### src/rtl/pmem_arbiter_if.sv
// pmem_arbiter_if
//   One cache-line physical-memory port: a read or write command with its
//   address and write line, answered by a one-cycle resp carrying the read line.
//   The same bundle describes both requester ports (I-cache, D-cache) and the
//   downstream memory port.
//
//   Signals
//     read    : line read request       (master -> slave)
//     write   : line write request      (master -> slave)
//     address : line address            (master -> slave)
//     wdata   : line to write           (master -> slave)
//     rdata   : line read back          (slave -> master)
//     resp    : transfer complete pulse (slave -> master)
//
//   Modports
//     master : the side issuing commands (cache controller, or the arbiter downstream)
//     slave  : the side answering them (the arbiter upstream, or memory)

interface pmem_arbiter_if #(
    parameter int ADDR_WIDTH = 16,
    parameter int LINE_WIDTH = 128
);
    logic                  read;
    logic                  write;
    logic [ADDR_WIDTH-1:0] address;
    logic [LINE_WIDTH-1:0] wdata;
    logic [LINE_WIDTH-1:0] rdata;
    logic                  resp;

    modport master (
        output read,
        output write,
        output address,
        output wdata,
        input  rdata,
        input  resp
    );

    modport slave (
        input  read,
        input  write,
        input  address,
        input  wdata,
        output rdata,
        output resp
    );
endinterface

### src/rtl/pmem_arbiter.sv
// pmem_arbiter
//   Shares one physical-memory port between the I-cache and the D-cache.
//   One requester is granted at a time; its command (op, address, write line)
//   is latched at grant and replayed downstream until memory answers, so the
//   requester's live inputs do not matter during service. Simultaneous
//   requests are resolved round-robin against the previous winner.
//
//   Ports
//     clk     : clock, all state changes on the rising edge
//     reset_n : asynchronous active-low reset
//     i_pmem  : I-cache request port (slave side)
//     d_pmem  : D-cache request port (slave side)
//     mem     : downstream memory port (master side)

module pmem_arbiter #(
    parameter int ADDR_WIDTH = 16,
    parameter int LINE_WIDTH = 128
) (
    input  logic          clk,
    input  logic          reset_n,
    pmem_arbiter_if.slave  i_pmem,
    pmem_arbiter_if.slave  d_pmem,
    pmem_arbiter_if.master mem
);

    typedef enum logic [1:0] {
        IDLE    = 2'd0,
        SERVE_I = 2'd1,
        SERVE_D = 2'd2
    } state_t;

    // last_grant encoding: 0 = I-cache, 1 = D-cache
    localparam logic GRANT_I = 1'b0;
    localparam logic GRANT_D = 1'b1;

    state_t                state_q,      state_d;
    logic                  last_grant_q, last_grant_d;
    logic                  op_write_q,   op_write_d;
    logic [ADDR_WIDTH-1:0] addr_q,       addr_d;
    logic [LINE_WIDTH-1:0] wdata_q,      wdata_d;

    logic i_req;
    logic d_req;
    logic grant_i;
    logic grant_d;
    logic mem_read_c;
    logic mem_write_c;
    logic i_resp_c;
    logic d_resp_c;

    assign i_req = i_pmem.read | i_pmem.write;
    assign d_req = d_pmem.read | d_pmem.write;

    // On a tie the side that did not win last time gets the port.
    assign grant_i = i_req & (~d_req | (last_grant_q == GRANT_D));
    assign grant_d = d_req & (~i_req | (last_grant_q == GRANT_I));

    always_comb begin
        state_d      = state_q;
        last_grant_d = last_grant_q;
        op_write_d   = op_write_q;
        addr_d       = addr_q;
        wdata_d      = wdata_q;
        mem_read_c   = 1'b0;
        mem_write_c  = 1'b0;
        i_resp_c     = 1'b0;
        d_resp_c     = 1'b0;

        unique case (state_q)
            IDLE: begin
                // mem_resp is ignored here; only requests move the FSM.
                // A write wins if a requester raises read and write together.
                if (grant_i) begin
                    state_d      = SERVE_I;
                    last_grant_d = GRANT_I;
                    op_write_d   = i_pmem.write;
                    addr_d       = i_pmem.address;
                    wdata_d      = i_pmem.wdata;
                end else if (grant_d) begin
                    state_d      = SERVE_D;
                    last_grant_d = GRANT_D;
                    op_write_d   = d_pmem.write;
                    addr_d       = d_pmem.address;
                    wdata_d      = d_pmem.wdata;
                end
            end

            SERVE_I: begin
                mem_read_c  = ~op_write_q;
                mem_write_c = op_write_q;
                // Returning to IDLE forces one idle cycle, so a request still
                // held in the resp cycle is not re-granted as the same transfer.
                if (mem.resp) begin
                    i_resp_c = 1'b1;
                    state_d  = IDLE;
                end
            end

            SERVE_D: begin
                mem_read_c  = ~op_write_q;
                mem_write_c = op_write_q;
                if (mem.resp) begin
                    d_resp_c = 1'b1;
                    state_d  = IDLE;
                end
            end

            default: state_d = IDLE;
        endcase
    end

    // Reset leaves last_grant at D so the I-cache wins the first tie.
    always_ff @(posedge clk or negedge reset_n) begin
        if (!reset_n) begin
            state_q      <= IDLE;
            last_grant_q <= GRANT_D;
            op_write_q   <= 1'b0;
            addr_q       <= '0;
            wdata_q      <= '0;
        end else begin
            state_q      <= state_d;
            last_grant_q <= last_grant_d;
            op_write_q   <= op_write_d;
            addr_q       <= addr_d;
            wdata_q      <= wdata_d;
        end
    end

    assign mem.read    = mem_read_c;
    assign mem.write   = mem_write_c;
    assign mem.address = addr_q;
    assign mem.wdata   = wdata_q;

    // Read data is broadcast to both caches; only resp selects the owner.
    assign i_pmem.rdata = mem.rdata;
    assign d_pmem.rdata = mem.rdata;
    assign i_pmem.resp  = i_resp_c;
    assign d_pmem.resp  = d_resp_c;

endmodule

### src/flat_wrapper.sv
// flat-port wrapper written by rule: the top's interface ports become plain ports
module pmem_arbiter_flat 
#(
    parameter int ADDR_WIDTH = 16,
    parameter int LINE_WIDTH = 128
)
  (clk, reset_n, i_pmem_read, i_pmem_write, i_pmem_address, i_pmem_wdata, i_pmem_rdata, i_pmem_resp, d_pmem_read, d_pmem_write, d_pmem_address, d_pmem_wdata, d_pmem_rdata, d_pmem_resp, mem_read, mem_write, mem_address, mem_wdata, mem_rdata, mem_resp);
  pmem_arbiter_if #(.ADDR_WIDTH(ADDR_WIDTH), .LINE_WIDTH(LINE_WIDTH)) i_pmem_i ();
  pmem_arbiter_if #(.ADDR_WIDTH(ADDR_WIDTH), .LINE_WIDTH(LINE_WIDTH)) d_pmem_i ();
  pmem_arbiter_if #(.ADDR_WIDTH(ADDR_WIDTH), .LINE_WIDTH(LINE_WIDTH)) mem_i ();
  input  logic clk;
  input  logic reset_n;
  input wire logic [$bits(i_pmem_i.read)-1:0] i_pmem_read;
  input wire logic [$bits(i_pmem_i.write)-1:0] i_pmem_write;
  input wire logic [$bits(i_pmem_i.address)-1:0] i_pmem_address;
  input wire logic [$bits(i_pmem_i.wdata)-1:0] i_pmem_wdata;
  output wire logic [$bits(i_pmem_i.rdata)-1:0] i_pmem_rdata;
  output wire logic [$bits(i_pmem_i.resp)-1:0] i_pmem_resp;
  input wire logic [$bits(d_pmem_i.read)-1:0] d_pmem_read;
  input wire logic [$bits(d_pmem_i.write)-1:0] d_pmem_write;
  input wire logic [$bits(d_pmem_i.address)-1:0] d_pmem_address;
  input wire logic [$bits(d_pmem_i.wdata)-1:0] d_pmem_wdata;
  output wire logic [$bits(d_pmem_i.rdata)-1:0] d_pmem_rdata;
  output wire logic [$bits(d_pmem_i.resp)-1:0] d_pmem_resp;
  output wire logic [$bits(mem_i.read)-1:0] mem_read;
  output wire logic [$bits(mem_i.write)-1:0] mem_write;
  output wire logic [$bits(mem_i.address)-1:0] mem_address;
  output wire logic [$bits(mem_i.wdata)-1:0] mem_wdata;
  input wire logic [$bits(mem_i.rdata)-1:0] mem_rdata;
  input wire logic [$bits(mem_i.resp)-1:0] mem_resp;
  assign i_pmem_i.read = i_pmem_read;
  assign i_pmem_i.write = i_pmem_write;
  assign i_pmem_i.address = i_pmem_address;
  assign i_pmem_i.wdata = i_pmem_wdata;
  assign i_pmem_rdata = i_pmem_i.rdata;
  assign i_pmem_resp = i_pmem_i.resp;
  assign d_pmem_i.read = d_pmem_read;
  assign d_pmem_i.write = d_pmem_write;
  assign d_pmem_i.address = d_pmem_address;
  assign d_pmem_i.wdata = d_pmem_wdata;
  assign d_pmem_rdata = d_pmem_i.rdata;
  assign d_pmem_resp = d_pmem_i.resp;
  assign mem_read = mem_i.read;
  assign mem_write = mem_i.write;
  assign mem_address = mem_i.address;
  assign mem_wdata = mem_i.wdata;
  assign mem_i.rdata = mem_rdata;
  assign mem_i.resp = mem_resp;
  pmem_arbiter #(.ADDR_WIDTH(ADDR_WIDTH), .LINE_WIDTH(LINE_WIDTH)) u_core (.clk(clk), .reset_n(reset_n), .i_pmem(i_pmem_i), .d_pmem(d_pmem_i), .mem(mem_i));
endmodule
### config.mk
export PLATFORM = sky130hd
export DESIGN_NAME = pmem_arbiter_flat
export DESIGN_NICKNAME = d
export VERILOG_FILES = /design/src/rtl/pmem_arbiter_if.sv /design/src/rtl/pmem_arbiter.sv /design/src/flat_wrapper.sv
export SDC_FILE = /design/constraint.sdc
export NUM_CORES = 1
export LEC_CHECK = 0
export BUFFER_PORTS_ARGS = -buffer_cell sky130_fd_sc_hd__buf_2
export CAP_MARGIN = 20
export CORE_AREA = 2 2 320 322
export CTS_CLUSTER_SIZE = 16
export DETAILED_ROUTE_END_ITERATION = 8
export DIE_AREA = 0 0 322 324
export GPL_TIMING_DRIVEN = 0
export PLACE_DENSITY = 0.4
export SLEW_MARGIN = 0
export SYNTH_ARGS = -nofsm -noshare
export SYNTH_HDL_FRONTEND = slang
export SYNTH_SLANG_ARGS = --single-unit
### constraint.sdc
create_clock -name clk -period 2.1 [get_ports clk]
set_input_delay 0.42 -clock clk [delete_from_list [all_inputs] [get_ports clk]]
set_output_delay 0.42 -clock clk [all_outputs]
set_load 0.01 [all_outputs]
==> results.md <==
* Initial antenna violation count at 16
* Main combinational cell family by area after synthesis: compound AO/OA/AOI/OAI gates
* Mapped Area at 9190 um2
* DRT Wirelength at just over 60 mm
* I/O Buffers at between 600 and 700
* H-tree Lvls at 4
* Fin Setup TNS at 0 ns
* Num rows at approximately 120
* Min Tclk post-route at 2.03 ns
* Syn nets at around 1500
* Total grt overflow at 0
* Via count at about 11000
* Drt pass-1 iters at 5
* Min-delay src: d_pmem_wdata[89]
* Register-to-register setup slack at ~0.10 ns
* Setup WS pre-CTS at -0.963 ns
* Final net count at 2253
* Final setup margin at ~0.074 ns
* Area Overhead vs Synth at 64.2%
* Global-route wire length before repair at 80.3 mm
* Sink Count at approximately 150
* Post-Synth XOR/XNOR Area at 0%
* Worst Hold Endpoint: u_core.mem.wdata[89]$_DFFE_PN0P_
* Sequential-to-total area share from yosys stat at 40.3%
* Total Power at 19.2 mW
* Initial drt markers at just under 500
* DIE AREA at about 100000 um2
* P per Cell Area at between 1000 and 1500 nW/um2
* CP Max Fanout at 11
* Leakage at a little over 7 nW
* Status: complete, no violations
* CTS tree: done
* Hold Path Cell Cnt at 3
* Worst R2R End: u_core.mem.wdata[32]$_DFFE_PN0P_
* IO Pins at 827
* FF-to-FF Start: u_core.last_grant_q$_DFFE_PN1P_
* Core Footprint at approximately 100000 um2
* CTS buffer count at 17
* Vias per cell at about 3.4
* Number of max-cap violations at 0
* Compound-Gate Fraction of Synth Area at 26.5%
* Final instance area at 15100 um2
* Hpwl dp at roughly 49 mm
* Max_slew headroom at approximately 45%
* Starting Density at just over 9%
* Layout cells sized above 1 at 57.8%
* Crit path capture type: register
* Multiplexer share of the synthesized area at 0%
* FF+latch count, synth at 148
* Arrival time worst endpoint at ~2.5 ns
* # placed instances at approximately 3100
* Yosys warning count at 0
* Average size of a mapped cell at roughly 8.3 um2
* Final Skew at around 0.021 ns
* DR WL/cell at 19.2 um
* Worst reg-to-reg path cell count at 5
* Tcrit/Tclk final at approximately 96%
* Tightest Pin Transition at 0.830 ns
* Endpoints failing setup at 0
* Post-synthesis adder-cell area fraction at less than 1%
* Min Hold Slack at ~0.16 ns
* Crit start category: input pin
* Yosys cell types at 30
* Crit Path Class: input pin to register
* Longest Clk Path Bufs at 2
* Final hold vios at 0
* Max VDD drop at roughly 0.49 mV
* GPL Wtd Cong at slightly below 0.8
* Critical Path RT at approximately 2.5 ns
* Maximum clock frequency at slightly below 500 MHz
* Register clock-pin slew on the reported worst setup and hold paths at approximately 0.07 ns
* Final Non-Filler Cells at roughly 3200
* Worst hold-check path type: input pin to register
* Finished Core Util at 14.9%
* DRC errors left at 0
* Synth Area in Simple Gates at slightly below 7%
* Vias in the first global route at approximately 11000
* Placed Instance Area at between 10000 and 15000 um2
* Die H at 324 um
* Largest net degree at the start of global routing at 80
* RSZ-0062 raised after global routing: no
* Worst skew pair latency at between 0.5 and 0.6 ns
* Post-Synthesis Cells at ~1100
* Slew Limit Fails at 0
* GRT Util Overall at between 10 and 15%
* Root buf cell: clkbuf_16
* Die width at 322 um
* DRT antenna net count at 0
==> where the power goes <==
group / switching (mW) / total [mW] / internal, mW
clock network: 1.65 / 3.44 / 1.79
registers: 0.889 / 5.25 / 4.36
logic: 6.69 / 10.5 / 3.81
total: 9.23 / 19.2 / 9.96
==> how the worst max path moves through the flow <==
stage                                   from                                end  slack [ns]  cells past startpoint
2_1_floorplan  u_core.state_q[0]$_DFFE_PN0P_   u_core.mem.wdata[42]$_DFFE_PN0P_        0.53                      8
3_3_place_gp                         reset_n  u_core.mem.address[6]$_DFFE_PN0P_       -2.33                      1
3_5_place_dp                    i_pmem_write   u_core.mem.wdata[32]$_DFFE_PN0P_       -0.96                      6
4_1_cts        u_core.state_q[0]$_DFFE_PN0P_                          mem_write       0.001                      4
5_1_grt        u_core.state_q[1]$_DFFE_PN0P_                           mem_read       0.009                      4
6_report                        i_pmem_write   u_core.mem.wdata[32]$_DFFE_PN0P_        0.07                      6
==> cells by family (layout without fill, tap and decap cells) <==
family,Yosys count,in the layout
other cells,0,5
fa+ha+maj,3,3
flops,148,148
compound gates,442,442
buf+inv,355,1089
simple gates,158,158
==> metal layers <==
metal  GRT usage, %  share of wire (%)  wire length [um]  vias up
met2           18.3                 48             29100      556
met5              0              0.022                13        -
met1           13.3                 42             25100     5050
met3           3.47                7.9              4790       57
met4           4.37                2.3              1410        2
li1               -                  -                 -     5070
==> cells in the mapped netlist (all sizes together) <==
library cell  number  area, um2
nor2b              1       6.26
nand3              4       20.0
a21oi            144        721
dfrtp            147       3680
o22ai              1       6.26
and2               3       18.8
nand2b             1       6.26
o32a               1       10.0
o211ai             1       7.51
or2                1       6.26
ha                 3       37.5
a32oi              1       8.76
o2111ai            1       8.76
dfstp              1       26.3
clkbuf            51        191
nor2             145        544
nor4               1       6.26
o41ai              1       16.3
o21ai            145        726
o21ba              1       10.0
inv                3       11.3
or4                1       7.51
o21bai             1       7.51
o41a               1       11.3
a31oi            144        901
buf              301       2190
nand2              1       3.75
==> worst max-delay path: stages <==
cell      delay (ns)
buf_2           0.15
nor2_1          0.14
clkbuf_2        0.66
clkbuf_2        0.58
o21ai_1         0.28
a21oi_1         0.19
==> final cells by class <==
class,instances,area (um2)
diodes,5,12.5
well taps,1309,1640
clock inverters,14,166
multi-input cells,603,3120
repair buffers,702,3560
inverters,3,11.3
fillers,11700,85900
clock buffers,18,429
plain buffers,352,2460
flip-flops and latches,148,3700
==> state kept, by name, summed over array words and instances, names as in the netlist <==
register / cells
u_core.mem.wdata: 128
u_core.mem.address: 16
u_core.state_q: 2
u_core.op_write_q: 1
u_core.last_grant_q: 1
==> repair_timing <==
item | 4_1_cts | 5_1_grt
setup endpoints to repair | 147 | 63
endpoints found under the hold margin | 69 | 0
gates resized for setup | 35 | 22
buffers inserted | 2 | 0
hold buffers | 1 | 0
==> cell usage in the layout, fill, tap and decap left out, types with 3 or more instances in the layout <==
master	n
clkinvlp_4	3
clkbuf_2	19
buf_1	3
o21ai_0	144
diode_2	5
nand3_1	4
a21oi_1	144
buf_4	263
dfrtp_1	147
a31oi_1	140
clkbuf_16	17
clkbuf_4	4
a31oi_2	4
inv_6	6
buf_2	723
buf_6	9
clkbuf_1	30
nor2_1	145
(Power assumes the default switching activity.)
